$ cat config.mk
export PLATFORM = sky130hd
export DESIGN_NAME = bit_serializer
export DESIGN_NICKNAME = d
export VERILOG_FILES = /design/src/rtl/bit_serializer.sv
export SDC_FILE = /design/constraint.sdc
export NUM_CORES = 1
export LEC_CHECK = 0
export CAP_MARGIN = 40
export CORE_AREA = 3 3 40 42
export CTS_BUF_LIST = sky130_fd_sc_hd__clkbuf_2 sky130_fd_sc_hd__clkbuf_4 sky130_fd_sc_hd__clkbuf_8
export DETAILED_ROUTE_END_ITERATION = 16
export DIE_AREA = 0 0 43 45
export PLACE_DENSITY_LB_ADDON = 0.2
export SETUP_SLACK_MARGIN = 0.3
export SYNTH_ARGS = -nofsm -noshare
export SYNTH_HDL_FRONTEND = slang
export SYNTH_SLANG_ARGS = --single-unit
$ cat constraint.sdc
create_clock -name clk -period 1.5 [get_ports clk]
set_input_delay 0.225 -clock clk [delete_from_list [all_inputs] [get_ports clk]]
set_output_delay 0.225 -clock clk [all_outputs]
set_load 0.1 [all_outputs]
$ cat src/rtl/bit_serializer.sv
// Parallel-to-serial front end: WIDTH-bit words in over valid/ready, one bit per clk out on X, gapless between words.
// Latency 0: the first bit is on X at the accepting edge. din_ready is high in IDLE and during a frame's last bit.
// Optional SER_PARITY_EN appends an even-parity bit after the data bits, so a frame is WIDTH+1 bits long.
module bit_serializer #(
    parameter int WIDTH      = 8,
    parameter bit MSB_FIRST  = 1'b1,
    parameter bit IDLE_LEVEL = 1'b0
) (
    input  logic             clk,
    input  logic             rst_n,
    input  logic [WIDTH-1:0] din,
    input  logic             din_valid,
    output logic             din_ready,
    output logic             X,
    output logic             x_valid,
    output logic             frame_done
);
`ifdef SER_PARITY_EN
    localparam int FL = WIDTH + 1;
`else
    localparam int FL = WIDTH;
`endif
    localparam int CW = $clog2(FL);
    localparam logic [CW-1:0] LAST_IDX = CW'(FL - 1);

    typedef enum logic {IDLE, SHIFT} state_t;

    state_t           state, state_nxt;
    logic [WIDTH-1:0] sreg;
    logic [CW-1:0]    bit_cnt;
    logic [CW-1:0]    cnt_nxt;
    logic             accept;
    logic             last_bit;
    logic             advance;
`ifdef SER_PARITY_EN
    logic             parity;
`endif

    function automatic logic head(input logic [WIDTH-1:0] w);
        return MSB_FIRST ? w[WIDTH-1] : w[0];
    endfunction

    function automatic logic [WIDTH-1:0] drop_head(input logic [WIDTH-1:0] w);
        return MSB_FIRST ? (w << 1) : (w >> 1);
    endfunction

    always_comb begin
        state_nxt = state;
        last_bit  = (state == SHIFT) && (bit_cnt == LAST_IDX);
        din_ready = rst_n && ((state == IDLE) || last_bit);
        accept    = din_valid && din_ready;
        advance   = (state == SHIFT) && !last_bit;
        cnt_nxt   = bit_cnt + 1'b1;
        case (state)
            IDLE:    if (accept) state_nxt = SHIFT;
            SHIFT:   if (last_bit && !accept) state_nxt = IDLE;
            default: state_nxt = IDLE;
        endcase
    end

    // bit_cnt indexes the bit currently on X; sreg holds the bits not yet driven.
    always_ff @(posedge clk) begin
        if (!rst_n) begin
            state      <= IDLE;
            X          <= IDLE_LEVEL;
            x_valid    <= 1'b0;
            frame_done <= 1'b0;
            bit_cnt    <= '0;
            sreg       <= '0;
`ifdef SER_PARITY_EN
            parity     <= 1'b0;
`endif
        end else begin
            state <= state_nxt;
            if (accept) begin
                X          <= head(din);
                sreg       <= drop_head(din);
                bit_cnt    <= '0;
                x_valid    <= 1'b1;
                frame_done <= 1'b0;
`ifdef SER_PARITY_EN
                parity     <= ^din;
`endif
            end else if (advance) begin
                bit_cnt    <= cnt_nxt;
                frame_done <= (cnt_nxt == LAST_IDX);
`ifdef SER_PARITY_EN
                if (cnt_nxt == CW'(WIDTH)) begin
                    X <= parity;
                end else begin
                    X    <= head(sreg);
                    sreg <= drop_head(sreg);
                end
`else
                X    <= head(sreg);
                sreg <= drop_head(sreg);
`endif
            end else begin
                X          <= IDLE_LEVEL;
                x_valid    <= 1'b0;
                frame_done <= 1'b0;
            end
        end
    end

endmodule

==> out/metrics.yaml, run 1 <==
outcome:
  status: "complete, but fails checks"
  violations: "setup timing"
floorplanning:
  start_util_pct: 49.95
  die_y_um: 45
  dieArea_um2: 1935
  die_x_um: 43
  num_rows: 13
  ios: 15
  core_area_um2: 1285
yosys:
  yosys.area.top_type: "dfxtp_1"
  synth-compound-area-share_pct: 16.96
  netlist_top_cells_count: "dfxtp_1, mux2i_1, a21oi_1"
  yosysWarningCount: 0
  ys_seq_elements: 14
  synth.mux.area_fraction_pct: 10.92
  synthCells: 63
  synth.most_common_cell: "dfxtp_1"
  synth_top_cells_by_area: "dfxtp_1, mux2i_1, ha_1"
  synth_edf_count: 0
  async_flop_share_pct: 0
  synth_area_per_cell_um2: 10.19
  synthDistinctLibCells: 23
  syn_area_um2: 641.9
  synth_simple_gate_area_share_pct: 14.81
  synth_xor_area_share_pct: 0
  synthAdderAreaFrac_pct: 5.848
  synth_nets: 77
  synthFlopType: "dfxtp_1"
  synth_top_family_by_area: "compound AO/OA/AOI/OAI gates"
  synth_top_cell_area_share_pct: 43.66
  synth-seq-area-share_pct: 43.66
cts:
  cts-buffers-inserted: 3
  cts_buffer_depth: 2
  cts_tree: "yes"
  clock-sinks: 14
  cts_hold_buf: 0
  htreeDepth: 1
  cts_root_buf: "clkbuf_4"
  clkTransAtPathRegs_ns: 0.08
  worstSkewPairLatency_ns: 0.28
critical_path:
  end_kind: "output pin"
  worstPathArrival_ns: 1.37
  worst-path-max-fanout: 2
  cpMaxStageDelayCell: "dfxtp_2"
  cp.depth: 5
  crit_type: "reg2out"
  ff2ff_path_depth: 8
  cp_slowest_stage_delay_ns: 0.34
  path_common_cell: "ha_4"
  cp_top_family: "flip-flops"
  worst_setup_path_start_kind: "register"
  required_ns: 1.27
  critPathBufInv: 1
  crit_chain: "ha_4 > ha_4 > nand2b_4 > and2_4 > buf_12"
timing:
  finalWorstSetupSlack_ns: -0.09301
  fin_skew_ns: 0.003420
  worst_slew_pin_slew_ns: 0.1838
  clock.fmax_ghz: 0.6277
  hold_viol_final: 0
  period_needed_ns: 1.593
  post-route-period-util_pct: 106.2
  max_slew_margin_pct: 87.40
  rsz0062_at_grt: "true"
  drv_slew: 0
  setup_viol: 1
routing:
  drc_errors: 0
  initialDrtViolationCount: 10
  dr.pass1.iters: 5
  ant_nets: 0
  wl_um: 1553
  vias: 525
  wl_per_cell_um: 15.38
  via_per_inst: 5.198
placed_design:
  dp_hpwl_um: 795
  port_buffers: 14
  place_congestion: 0.7999
  placed_area_um2: 858.3
power:
  ir_drop_uv: 628.2
  p_sw_uw: 258.1
  p_seq_share_pct: 45.0
  p_per_area_nw_per_um2: 860.8
  pwr-share-comb_pct: 26.0
  switching_share_pct: 27.93
  intPower_uw: 666.0
  p_clk_share_pct: 28.9
  p_leak_uw: 0.0004145
global_route:
  grt_usage_pct: 17.18
  grt_pass1_wl_um: 2408
  grt_pass1_vias: 535
  grt_overflow_total: 0
  antenna_found_initial: 0
  grt_max_degree: 14
cells_and_area:
  seq_area_um2: 284.0
  area_delta_synth_final_pct: 67.25
  fin_area_um2: 1074
  post-route-util_pct: 83.54
  drive_above_1_share_pct: 48.84
  diodes: 0
  nets: 101
  fillCellCount: 70
  multi_input_area_um2: 430.4
min_path:
  hold-path-cell-count: 2
  hold_class: "reg2reg"
run:
  max-cap-violations: 0
-- final timing paths --
check / startpoint / end / slack [ns]
max: bit_cnt[0] / din_ready / -0.09
min: x_valid / x_valid / 0.48
max reg2reg: bit_cnt[0] / sreg[6] / 0.03
min reg2reg: x_valid / x_valid / 0.48
-- through the flow --
| step | std cells | TNS [ns] | total power (uW) | hold slack [ns] | worst slack [ns] |
|---|---|---|---|---|---|
| global placement | 91 | 0 | 588.9 | 0.4541 | 0.2019 |
| global route | 101 | -0.1300 | 965.6 | 0.4984 | -0.1300 |
| CTS | 100 | -0.07874 | 895.9 | 0.4698 | -0.07874 |
| finish | 101 | -0.09301 | 924.1 | 0.4838 | -0.09301 |
| detailed placement | 91 | 0 | 591.6 | 0.4712 | 0.1923 |
| floorplan | 63 | 0 | 529.7 | 0.3713 | 0.1244 |
-- layer usage --
metal	track usage, %	part of all wire, %	vias to the layer above	wire length [um]
met2	29.94	47	17	736
met1	19.37	45	243	703
met3	6.773	7.3	0	113
met4	5.422	0	0	0
li1	-	-	265	-
met5	0	0	-	0
-- logic make-up (layout without fill, tap and decap cells) --
logic type                 Yosys count  after routing
AOI/OAI and AO/OA                   18             18
muxes                                7              7
DFF                                 14             14
buffers and inverters                5             28
adders and majority gates            3              3
and+or+nand+nor                     16             16
-- cells in the final DEF (no fill, tap or decap), types with 2 or more instances in the layout --
cell             count
dfxtp_2              3
dfxtp_1             11
mux2i_1              7
a21oi_2              4
buf_12               6
o21ai_2              3
nor2_4               3
clkdlybuf4s50_1     10
ha_4                 2
nand2_1              3
a21boi_2             2
o21a_1               3
buf_4                5
a21oi_1              2
clkbuf_4             3
o21ai_4              3
-- sequential cells by signal (all words and copies together) (netlist names) --
register,flops
X,1
bit_cnt,3
frame_done,1
sreg,7
state,1
x_valid,1
-- power groups by stage --
stage	Combinational [uW]	Clock, uW	Sequential, uW
global placement	170	0	419
global route	253	294	419
CTS	219	264	413
floorplan	90.5	0	439
detailed placement	172	0	420
finish	241	268	416
-- cell type report --
cell class              count  share of cell area [%]
flip-flops and latches     14                   26.46
repair buffers             23                   27.97
multi-input cells          44                   40.09
inverters                   1                  0.3497
clock buffers               4                   3.380
well taps                  15                   1.748
-- tightest hold or removal path, stage by stage (launching register included) --
cell and delay, ns:
dfxtp_2 0.34, nand2_1 0.06, a21boi_1 0.05
-- repair_timing --
action / in CTS / in global routing
gates cloned: 1 / 0
setup buffers: 4 / 1
resized for setup: 25 / 9
pin swaps: 6 / 0
setup endpoints to repair: 12 / 13
No activity file was read; power rests on OpenSTA's default activity.
==> run 2: changes to the inputs <==
CORE_AREA = default   (was 3 3 40 42)
CORE_MARGIN = 3   (was default)
CORE_UTILIZATION = 45   (was default)
DIE_AREA = default   (was 0 0 43 45)
SLEW_MARGIN = 5   (was default)
clock period = 1.4 ns   (was 1.5 ns; I/O delays follow)
==> run 2 against run 1 <==
Critical path type unchanged. Combinational power hardly changed. The flow still finishes with violations (setup timing). Critical path depth stayed put. Global-route usage is 1.4 points lower. Largest cell class unchanged. Clock skew is 0.0049 ns higher. Sequential power is 7.0% higher. Clock power is 17% lower. Via count is 0.57% higher.
==> out/metrics.yaml, run 2 (same netlist as run 1, synthesis figures left out) <==
cts:
  clock-sinks: 14  # unchanged
  htreeDepth: 1  # unchanged
  worstSkewPairLatency_ns: 0.28  # about the same
  clkTransAtPathRegs_ns: 0.08  # about the same
  cts_root_buf: "clkbuf_4"  # unchanged
  cts-buffers-inserted: 3  # unchanged
  cts_tree: "yes"  # unchanged
  cts_hold_buf: 0  # unchanged
  cts_buffer_depth: 2  # unchanged
cells_and_area:
  nets: 101  # unchanged
  drive_above_1_share_pct: 50.59  # was 48.84%
  largest_reg_flops: 7  # unchanged
  diodes: 0  # unchanged
  area_delta_synth_final_pct: 60.82  # was 67.25%
  final_cell_mix: "clkdlybuf4s50_1, dfxtp_1, mux2i_1"  # was dfxtp_1, clkdlybuf4s50_1, mux2i_1
  reg_top3: "sreg (7), bit_cnt (3)"  # unchanged
  fin_area_um2: 1032  # was 1074 um2
  regMostFlops: "sreg"  # unchanged
  fillCellCount: 70  # unchanged
  final_common_cell: "clkdlybuf4s50_1"  # was dfxtp_1
floorplanning:
  core_area_um2: 1216  # was 1285 um2
  die_x_um: 43.77  # was 43 um
  dieArea_um2: 1915  # was 1935 um2
  ios: 15  # unchanged
  die_y_um: 43.77  # was 45 um
  start_util_pct: 52.78  # was 49.95%
  num_rows: 12  # was 13
timing:
  rsz0062_at_grt: "true"  # unchanged
  period_needed_ns: 1.583
  max_slew_margin_pct: 85.92  # was 87.40%
  worst_slew_pin_slew_ns: 0.2054  # was 0.1838 ns
  drv_slew: 0  # unchanged
  clock.fmax_ghz: 0.6319
  fin_skew_ns: 0.008316  # was 0.003420 ns
  whs_ns: 0.4649  # was 0.4838 ns
  post-route-period-util_pct: 113.0
  hold_viol_final: 0  # unchanged
  finalWorstSetupSlack_ns: -0.1827  # was -0.09301 ns
  setup_viol: 10  # was 1
global_route:
  antenna_found_initial: 0  # unchanged
  grt_pass1_vias: 503  # was 535
  grt_pass1_wl_um: 2187  # was 2408 um
  grt_overflow_total: 0  # unchanged
  grt_usage_pct: 15.80  # was 17.18%
  grt_max_degree: 14  # unchanged
min_path:
  hold_start: "sreg[7]"  # was x_valid
  hold-path-cell-count: 2  # unchanged
  hold_class: "reg2reg"  # unchanged
run:
  max-cap-violations: 0  # unchanged
routing:
  wl_met3_um: 81  # was 113 um
  wl_met2_um: 765  # was 736 um
  wl_per_cell_um: 14.55  # was 15.38 um
  drc_errors: 0  # unchanged
  wl_met1_um: 584  # was 703 um
  vias: 528  # was 525
  wl_um: 1440  # was 1553 um
  ant_nets: 0  # unchanged
  initialDrtViolationCount: 1  # was 10
  dr.pass1.iters: 2  # was 5
  via_per_inst: 5.333  # was 5.198
  routed.top_layer: "met4"  # was met3
power:
  p_leak_uw: 0.0004060  # was 0.0004145 uW
  p_per_area_nw_per_um2: 878.7  # was 860.8 nW/um2
  ir_drop_uv: 691.4  # was 628.2 uV
critical_path:
  r2r_start: "bit_cnt[0]"  # unchanged
  worstPathArrival_ns: 1.37  # about the same
  crit_type: "reg2out"  # unchanged
  ff2ff_path_depth: 8  # unchanged
  r2r_slack_ns: -0.06  # was 0.03 ns
  r2r_end: "sreg[7]"  # was sreg[6]
  required_ns: 1.19  # was 1.27 ns
  worst-path-max-fanout: 2  # unchanged
  cp-endpoint: "din_ready"  # unchanged
  end_kind: "output pin"  # unchanged
  worst_setup_path_start_kind: "register"  # unchanged
  crit_start: "bit_cnt[0]"  # unchanged
placed_design:
  placed_area_um2: 877.1  # was 858.3 um2
  port_buffers: 14  # unchanged
  dp_hpwl_um: 877.4  # was 795 um
  place_congestion: 0.7889  # was 0.7999
outcome:
  status: "complete, but fails checks"  # unchanged
  violations: "setup timing"  # unchanged
[run 2: metrics by stage]
| step | setup slack [ns] | util (%) | std cells | power [uW] | TNS [ns] |
|---|---|---|---|---|---|
| 5_1_grt | -0.2252 | 84.88 | 99 | 955.2 | -0.8635 |
| 3_3_place_gp | 0.1325 | 72.12 | 91 | 636.2 | 0 |
| 3_5_place_dp | 0.1114 | 72.12 | 91 | 639.8 | 0 |
| 6_report | -0.1827 | 84.88 | 99 | 907.0 | -0.4210 |
| 2_1_floorplan | 0.02481 | - | 63 | 570.5 | 0 |
| 4_1_cts | -0.1829 | 78.29 | 97 | 882.4 | -0.1829 |
[run 2: per-layer routing]
metal | GRT usage, % | vias to the layer above
met5 | 0 | -
li1 | - | 263
met2 | 26.16 | 13
met4 | 3.614 | 0
met1 | 18.32 | 250
met3 | 7.469 | 2
[run 2: power breakdown]
part           leakage, uW  switching, uW  internal, uW
clock            0.0000138            123          99.8
sequential        0.000117           20.7           424
combinational     0.000275            116           123
[run 2: how the worst min path moves through the flow]
| stage | to |
|---|---|
| after floorplan | x_valid |
| after global placement | X |
| after detailed placement | X |
| after CTS | X |
| after global routing | X |
| final | X |
[run 2: cell type report]
class	instances	area, um2	share of cell area [%]
Clock buffer	3	22.52	2.182
Inverter	1	3.754	0.3636
Sequential cell	14	286.5	27.76
Tap cell	14	17.52	1.697
Multi-Input combinational cell	44	405.4	39.27
Timing Repair Buffer	23	296.5	28.73
[run 2: what timing repair did]
item	4_1_cts	5_1_grt
cloned	0	1
resized for setup	11	13
buffers inserted	3	1
endpoints found under the setup margin	14	15
pin swaps	2	5
[run 2: critical path, cell delays in order (launching register included)]
cell and delay (ns):
dfxtp_2 0.34, ha_4 0.16, ha_4 0.15, nand2b_4 0.13, and2_4 0.15, buf_12 0.16
==> run 3: changes to the inputs <==
SETUP_SLACK_MARGIN = 0.1   (was 0.3)
==> run 3 against run 2 <==
The run still ends with setup timing left. Die area stayed put. First-iteration DRC count rose to 5.0 times the previous value. Sequential cell count stayed put. Worst hold slack got worse by 0.00057 ns. Setup slack got worse by 0.0022 ns. Power increased by 6.3%. Cell count unchanged. Clock skew is 0.0025 ns lower. Via count shrank 3.8%. Non-clock buffer count fell by 1. Critical path depth unchanged. Critical endpoint unchanged. Largest power group unchanged. Highest routed layer unchanged.
==> out/metrics.yaml, run 3 (same netlist as run 1, synthesis figures left out) <==
critical_path:
  r2r_end: "sreg[3]"  # was sreg[7]
  end_kind: "output pin"  # unchanged
  worst-path-max-fanout: 3  # was 2
  r2r_start: "bit_cnt[1]"  # was bit_cnt[0]
  r2r_slack_ns: -0.10  # was -0.06 ns
  required_ns: 1.19  # about the same
  ff2ff_path_depth: 8  # unchanged
  crit_type: "reg2out"  # unchanged
  worstPathArrival_ns: 1.37  # about the same
  worst_setup_path_start_kind: "register"  # unchanged
cts:
  cts_root_buf: "clkbuf_4"  # unchanged
  worstSkewPairLatency_ns: 0.28  # about the same
  cts_buffer_depth: 2  # unchanged
  clock-sinks: 14  # unchanged
  clkTransAtPathRegs_ns: 0.09  # was 0.08 ns
  cts-buffers-inserted: 3  # unchanged
  htreeDepth: 1  # unchanged
  cts_tree: "yes"  # unchanged
timing:
  max_slew_margin_pct: 83.01  # was 85.92%
  finalWorstSetupSlack_ns: -0.1848  # was -0.1827 ns
  hold_viol_final: 0  # unchanged
  fin_skew_ns: 0.005831  # was 0.008316 ns
  rsz0062_at_grt: "true"  # unchanged
  period_needed_ns: 1.585  # was 1.583 ns
  drv_slew: 0  # unchanged
  worst_slew_pin_slew_ns: 0.2541  # was 0.2054 ns
  post-route-period-util_pct: 113.2  # was 113.0%
  clock.fmax_ghz: 0.6310  # was 0.6319 GHz
  setup_viol: 10  # unchanged
routing:
  wl_um: 1375  # was 1440 um
  initialDrtViolationCount: 5  # was 1
  vias: 508  # was 528
  via_per_inst: 5.131  # was 5.333
  wl_per_cell_um: 13.89  # was 14.55 um
  dr.pass1.iters: 4  # was 2
  drc_errors: 0  # unchanged
  ant_nets: 0  # unchanged
placed_design:
  port_buffers: 14  # unchanged
  placed_area_um2: 863.3  # was 877.1 um2
  dp_hpwl_um: 791.4  # was 877.4 um
  place_congestion: 0.7114  # was 0.7889
  dp_cells: 91  # unchanged
cells_and_area:
  final_common_cell: "dfxtp_1"  # was clkdlybuf4s50_1
  seq_area_um2: 282.8  # was 286.5 um2
  fillCellCount: 67  # was 70
  post-route-util_pct: 82.51  # was 84.88%
  multi_input_area_um2: 374.1  # was 405.4 um2
  nets: 100  # was 101
  drive_above_1_share_pct: 37.65  # was 50.59%
  final_cell_mix: "dfxtp_1, clkdlybuf4s50_1, mux2i_1"  # was clkdlybuf4s50_1, dfxtp_1, mux2i_1
  area_delta_synth_final_pct: 56.33  # was 60.82%
  stdcell_count: 99  # unchanged
  reg_top3: "sreg (7), bit_cnt (3)"  # unchanged
  fin_area_um2: 1003  # was 1032 um2
  largest_reg_flops: 7  # unchanged
  diodes: 0  # unchanged
  regMostFlops: "sreg"  # unchanged
floorplanning:
  die_x_um: 43.77  # unchanged
  core_area_um2: 1216  # unchanged
  start_util_pct: 52.78  # unchanged
  die_y_um: 43.77  # unchanged
  dieArea_um2: 1915  # unchanged
  num_rows: 12  # unchanged
  ios: 15  # unchanged
min_path:
  min_to: "X"  # unchanged
  hold_class: "reg2reg"  # unchanged
  hold_start: "sreg[7]"  # unchanged
  hold-path-cell-count: 2  # unchanged
global_route:
  grt_max_degree: 14  # unchanged
  grt_pass1_vias: 446  # was 503
  antenna_found_initial: 0  # unchanged
  grt_pass1_wl_um: 1856  # was 2187 um
  grt_usage_pct: 13.08  # was 15.80%
  grt_overflow_total: 0  # unchanged
power:
  p_per_area_nw_per_um2: 960.6  # was 878.7 nW/um2
  p_leak_uw: 0.0004044  # was 0.0004060 uW
  ir_drop_uv: 797.5  # was 691.4 uV
run:
  max-cap-violations: 0  # unchanged
outcome:
  status: "complete, but fails checks"  # unchanged
  violations: "setup timing"  # unchanged
## run 3: worst max-delay path, cell delays in order (launching register included)
cell and delay (ns):
dfxtp_2 0.35, ha_4 0.16, ha_4 0.15, nand2b_4 0.13, and2_4 0.15, buf_12 0.16
## run 3: report_power, final
part	total [uW]	internal, uW	switching (uW)
combinational	232	121	111
sequential	442	424	18.6
clock	290	158	132
total	964	702	262
## run 3: area by class of cell
| cell class | count | share of cell area, % |
|---|---|---|
| inverters | 1 | 0.3741 |
| well taps | 14 | 1.746 |
| flip-flops and latches | 14 | 28.18 |
| multi-input cells | 44 | 37.28 |
| repair buffers | 22 | 28.80 |
| clock buffers | 4 | 3.616 |
## run 3: worst max-delay path by stage
stage | cells past startpoint | slack [ns] | startpoint | endpoint
2_1_floorplan | 6 | 0.02 | bit_cnt[1] | sreg[1]
3_3_place_gp | 3 | 0.02 | rst_n | din_ready
3_5_place_dp | 3 | 0.02 | rst_n | din_ready
4_1_cts | 5 | -0.19 | bit_cnt[1] | din_ready
5_1_grt | 5 | -0.22 | bit_cnt[1] | din_ready
6_report | 5 | -0.18 | bit_cnt[1] | din_ready
## run 3: per-stage QoR
step | total power [uW] | TNS, ns | hold WS [ns] | setup slack (ns)
2_1_floorplan | 567.0 | 0 | 0.3638 | 0.02437
3_3_place_gp | 632.4 | 0 | 0.4542 | 0.01753
3_5_place_dp | 633.4 | 0 | 0.4624 | 0.02460
4_1_cts | 944.5 | -0.1895 | 0.4621 | -0.1895
5_1_grt | 1007 | -0.9212 | 0.4951 | -0.2182
6_report | 963.9 | -0.5093 | 0.4644 | -0.1848
## run 3: routing by layer
metal	wire, um	vias to the layer above	GRT usage (%)	share of wire, %
li1	-	265	-	-
met1	559	224	15.54	41
met2	705	15	20.64	51
met3	85	4	2.905	6.2
met4	25	0	9.036	1.8
met5	0	-	0	0
## run 3: repair_timing
action                                  in CTS  in global routing
endpoints found under the setup margin       1                 12
hold endpoints to repair                     0                  0
gates resized for setup                      9                 11
hold buffers                                 0                  0
buffers inserted                             2                  1
pin swaps                                    2                  6
cloned                                       0                  1
==> patch 1, RTL diff (config.mk and constraints of run 2) <==
Make the reset (`rst_n`) asynchronous in one clocked block.
--- a/src/rtl/bit_serializer.sv
+++ b/src/rtl/bit_serializer.sv
@@ -59,7 +59,7 @@
     end
 
     // bit_cnt indexes the bit currently on X; sreg holds the bits not yet driven.
-    always_ff @(posedge clk) begin
+    always_ff @(posedge clk or negedge rst_n) begin
         if (!rst_n) begin
             state      <= IDLE;
             X          <= IDLE_LEVEL;
Behaviour: differs if rst_n is asserted again (counterexample within 4 cycles, from zero or initial values and one cycle with rst_n low); with rst_n held inactive, the same outputs for 10 cycles.
==> patch 1 against run 2 <==
- the flow still finishes with violations (negative setup slack)
- cell area is 5.5% higher
- fmax is 8.5% lower
- area after synthesis stayed put
- clock skew is 0.00072 ns lower
- sequential cell count stayed put
- wire length is 44% higher
- die area stayed put
- register-to-register slack worse by 0.19 ns
- worst setup slack worse by 0.15 ns
- critical path type unchanged
- highest routed layer unchanged
Power is not compared: it rests on default switching activity, and its combinational part moved more than twofold at a synthesized area within 25%.
==> patch 1: results (changes against run 2) <==
| Metric | Value |
|---|---|
| Leading registers by flop count | sreg (7), bit_cnt (3) |
| Tot GR Track Use | 0.179 (+0.0206) |
| Hold Path Class | in2async |
| Failing checks | negative setup slack |
| Worst reg2reg path startpoint | bit_cnt[0] |
| Worst r2r dst | sreg[2] |
| FF-to-FF path depth | 6 (-2) |
| Drt total wl | 2.07 mm (+44%) |
| Slew HR | 0.858 (-0.00134) |
| WHS | 0.378 ns (-0.0866 ns) |
| Cells after Synth | 52 (-17%) |
| DP HPWL | 1.12 mm (+28%) |
| Post-CTS setup-driven buffer insertion count | 2 (-1) |
| Routability Congestion | 0.849 (+7.6%) |
| Syn_nets | 66 (-14%) |
| Post-synthesis sequential area ratio | 0.546 (+0.109) |
| Status | complete, but fails checks |
| Met3 Usage GRT | 0.0373 (-0.0373) |
| Final non-filler cell total | 97 (-2.0%) |
| Largest net degree at the start of global routing | 15 (+1) |
| Ys async rst share | 1.00 (+1.00) |
| Place WS | -0.201 ns (-0.312 ns) |
| Initial DRC count | 30 (+29) |
| Setup ws final | -0.329 ns (-0.146 ns) |
| Vias | 588 (+11%) |
| Clock-pin transition on the worst setup and hold timing paths | 0.10 ns (+0.02 ns) |
| Fin nets | 98 (-3.0%) |
| Yosys cell types | 21 (-8.7%) |
| Synth area leaders | dfrtp_1 (55%), a221o_1 (7.8%), and2_1 (5.8%) |
| Inst Count DP | 86 (-5.5%) |
| # resized after CTS | 10 (-1) |
| First-pass GRT wire length | 2.39 mm (+9.5%) |
| Critical Path AT | 1.52 ns (+0.15 ns) |
| CP max stage cell | dfrtp_1 |
| Met1 Usage GRT | 0.218 (+0.0348) |
| Number of fill cells | 45 (-36%) |
| Gr busiest metal | met2 |
| Met3 Routed Length | 196 um (+140%) |
| Ys flop type | dfrtp_1 |
| Met2 usage | 0.285 (+0.0233) |
| M1 WL | 784 um (+34%) |
| # setup viols final | 14 (+4) |
| Routed wl met2 | 1.02 mm (+33%) |
| Crit Path Max Fanout | 3 (+1) |
| First-pass iteration count of the detailed router | 4 (+2) |
| CTS buffer count | 3 (unchanged) |
| Clock Skew | 0.00760 ns (-0.000717 ns) |
| Synth top cells by count | dfrtp_1 (14), and2_1 (6), a221o_1 (5) |
| Number of global-route vias before repair | 515 (+2.4%) |
| FF-to-FF setup slack | -0.25 ns (-0.19 ns) |
| Share of layout cells above drive strength 1 | 0.614 (+0.109) |
| Crit path largest cell delay | 0.42 ns (+0.08 ns) |
patch 1: cells by family after synthesis:
family	synth area share
AND/OR/NAND/NOR	0.175
multiplexers	0.0156
flip-flops	0.546
buffers and inverters	0.0546
AO/OA/AOI/OAI	0.150
adder cells (fa/ha/maj)	0.0585
patch 1: worst max-delay path by stage:
| stage | startpoint | endpoint | depth (start not counted) |
|---|---|---|---|
| final | bit_cnt[0] | din_ready | 5 |
| after detailed placement | bit_cnt[0] | sreg[2] | 5 |
| after CTS | bit_cnt[0] | din_ready | 5 |
| after floorplan | bit_cnt[1] | sreg[7] | 7 |
| after global routing | bit_cnt[1] | din_ready | 5 |
| after global placement | bit_cnt[0] | sreg[2] | 5 |
patch 1: area by class of cell:
type,count,area share
Clock buffer,4,0.0333
Inverter,2,0.00690
Multi-Input combinational cell,33,0.314
Sequential cell,14,0.323
Tap cell,14,0.0161
Timing Repair Buffer,30,0.307
patch 1: stage by stage:
| step | power [mW] | instance area, sq um | setup TNS (ns) |
|---|---|---|---|
| after floorplan | 1.48 | 676 | -1.80 |
| after global placement | 1.82 | 905 | -1.04 |
| after detailed placement | 1.86 | 905 | -1.29 |
| after CTS | 2.28 | 990 | -1.90 |
| after global routing | 2.82 | 1090 | -2.92 |
| final | 2.71 | 1090 | -2.43 |
patch 1: power groups by stage:
stage	registers, mW	logic [mW]	clock network, mW
after floorplan	0.887	0.590	0
after global placement	0.684	1.14	0
after detailed placement	0.695	1.16	0
after CTS	0.687	1.29	0.298
after global routing	0.720	1.79	0.316
final	0.707	1.70	0.298
patch 1: worst reg2reg max path: cells and delay by family (launching register included):
kind,cells,cell delay [ns]
DFF,1,0.40
and+or+nand+nor,2,0.37
adders and majority gates,2,0.35
AOI/OAI and AO/OA,1,0.30
buffers and inverters,1,0.13
==> patch 2, RTL diff (flow settings as in run 2) <==
Without the edit above. Set the parameter `IDLE_LEVEL` to 1'b1 (it was 1'b0).
--- a/src/rtl/bit_serializer.sv
+++ b/src/rtl/bit_serializer.sv
@@ -4,7 +4,7 @@
 module bit_serializer #(
     parameter int WIDTH      = 8,
     parameter bit MSB_FIRST  = 1'b1,
-    parameter bit IDLE_LEVEL = 1'b0
+    parameter bit IDLE_LEVEL = 1'b1
 ) (
     input  logic             clk,
     input  logic             rst_n,
Function: changed (a bounded check fails within 4 cycles, from zero or initial values and one cycle with rst_n low).
==> patch 2 against run 2 <==
- the flow still finishes with violations (negative setup slack)
- cell area is 1.1% lower
- die area is 3.0% higher
- sequential cell count stayed put
- wire length is 1.5% lower
- worst setup slack worse by 0.018 ns
- sequential share of layout area is 0.31 points higher
- area after synthesis is 3.5% higher
- power is 8.7% higher
- utilization is 9.3 points lower
- clock skew is 0.0079 ns lower
==> patch 2: results (changes against run 2) <==
| Metric | Value |
|---|---|
| Setup ws final | -0.201 ns (-0.0181 ns) |
| Number of fill cells | 88 (+26%) |
| FF-to-FF path depth | 7 (-1) |
| Lkg Pwr | 0.416 nW (+2.4%) |
| Avg Inst Size Synth | 10.5 sq um (+3.5%) |
| Synth top cells by count | dfxtp_1 (14), mux2i_1 (7), a21oi_1 (6) |
| FF-to-FF setup slack | -0.03 ns (+0.03 ns) |
| Place WS | 0.0831 ns (-0.0283 ns) |
| Maximum vdd drop | 0.000521 V (-25%) |
| Failing checks | negative setup slack |
| Post-synthesis sequential area ratio | 0.422 (-0.0148) |
| Antenna fix cells | 0 (unchanged) |
| Worst r2r dst | x_valid |
| First-pass iteration count of the detailed router | 4 (+2) |
| Initial DRC count | 4 (+3) |
| Status | complete, but fails checks |
| # setup viols final | 2 (-8) |
| Setup_tns | -0.232 ns (+0.189 ns) |
| Drt total wl | 1.42 mm (-1.5%) |
| Crit Path Max Fanout | 3 (+1) |
| Critical Path AT | 1.39 ns (+0.02 ns) |
| Dpl cell area | 901 sq um (+2.7%) |
| Vias per inst | 5.20 (-2.5%) |
| Synth top area share | 0.422 (-0.0148) |
| Hold endpoint | x_valid |
| Synth area leaders | dfxtp_1 (42%), mux2i_1 (11%), ha_1 (5.6%) |
| DP HPWL | 915 um (+4.3%) |
| Final non-filler cell total | 101 (+2.0%) |
| Hold path startpoint | x_valid |
| Number of global-route vias before repair | 524 (+4.2%) |
| Routability Congestion | 0.711 (-9.9%) |
| Slew @ Worst Pin | 0.286 ns (+0.0803 ns) |
| Share of layout cells above drive strength 1 | 0.465 (-0.0408) |
| Clock Skew | 0.000422 ns (-0.00789 ns) |
==> patch 2: cell count changes after synthesis, sizes merged <==
cell,change
a21boi,-1
nand2,-1
nand3,-1
nor2,+1
nor3b,+1
o21ai,+1
==> patch 2: stage by stage <==
stage / hold WS [ns] / utilization
2_1_floorplan: 0.348 / -
3_3_place_gp: 0.457 / 0.667
3_5_place_dp: 0.465 / 0.667
4_1_cts: 0.478 / 0.753
5_1_grt: 0.515 / 0.756
6_report: 0.472 / 0.756
==> patch 2: kinds of logic (layout without fill, tap and decap cells) <==
group | count (synthesis) | count (layout) | share of synthesized area
AO/OA/AOI/OAI | 18 | 18 | 0.171
adder cells (fa/ha/maj) | 3 | 3 | 0.0565
buffers and inverters | 5 | 28 | 0.0866
flip-flops | 14 | 14 | 0.422
multiplexers | 7 | 7 | 0.105
AND/OR/NAND/NOR | 16 | 16 | 0.158
==> patch 2: final cells by class <==
type	count	area share
sequential	14	0.281
multi-input combinational	44	0.384
inverter	1	0.00368
timing repair buffer	23	0.278
tap	15	0.0184
clock buffer	4	0.0355
==> patch 2: power breakdown <==
group / switching, mW / internal, mW / leakage (nW)
sequential: 0.0209 / 0.425 / 0.117
combinational: 0.116 / 0.127 / 0.278
clock: 0.138 / 0.159 / 0.0210
==> patch 2: how the worst max path moves through the flow <==
| stage | end | cells past startpoint | slack [ns] | startpoint |
|---|---|---|---|---|
| CTS | din_ready | 5 | -0.20 | bit_cnt[0] |
| finish | din_ready | 5 | -0.20 | bit_cnt[0] |
| floorplan | sreg[1] | 6 | 0.02 | bit_cnt[1] |
| detailed placement | sreg[2] | 4 | 0.08 | din_valid |
| global route | din_ready | 5 | -0.25 | bit_cnt[1] |
| global placement | sreg[2] | 4 | 0.09 | din_valid |
==> patch 2: per-layer routing <==
layer / GRT usage / vias to the layer above / wire length, um
li1: - / 262 / -
met1: 0.183 / 241 / 562
met2: 0.317 / 17 / 741
met3: 0.0488 / 5 / 71
met4: 0.108 / 0 / 43
met5: 0 / - / 0
==> patch 2: critical path: stages, from the launching register on <==
cell and delay [ns]:
dfxtp_2 0.35, ha_4 0.16, ha_4 0.15, nand2b_4 0.13, and2_4 0.15, buf_12 0.16
==> patch 2: what timing repair did <==
action,4_1_cts,5_1_grt
setup endpoints to repair,14,15
resized for setup,12,1
setup buffers,2,0
pin swaps,3,0
cloned,1,0
hold buffers,0,0
endpoints found under the hold margin,0,0
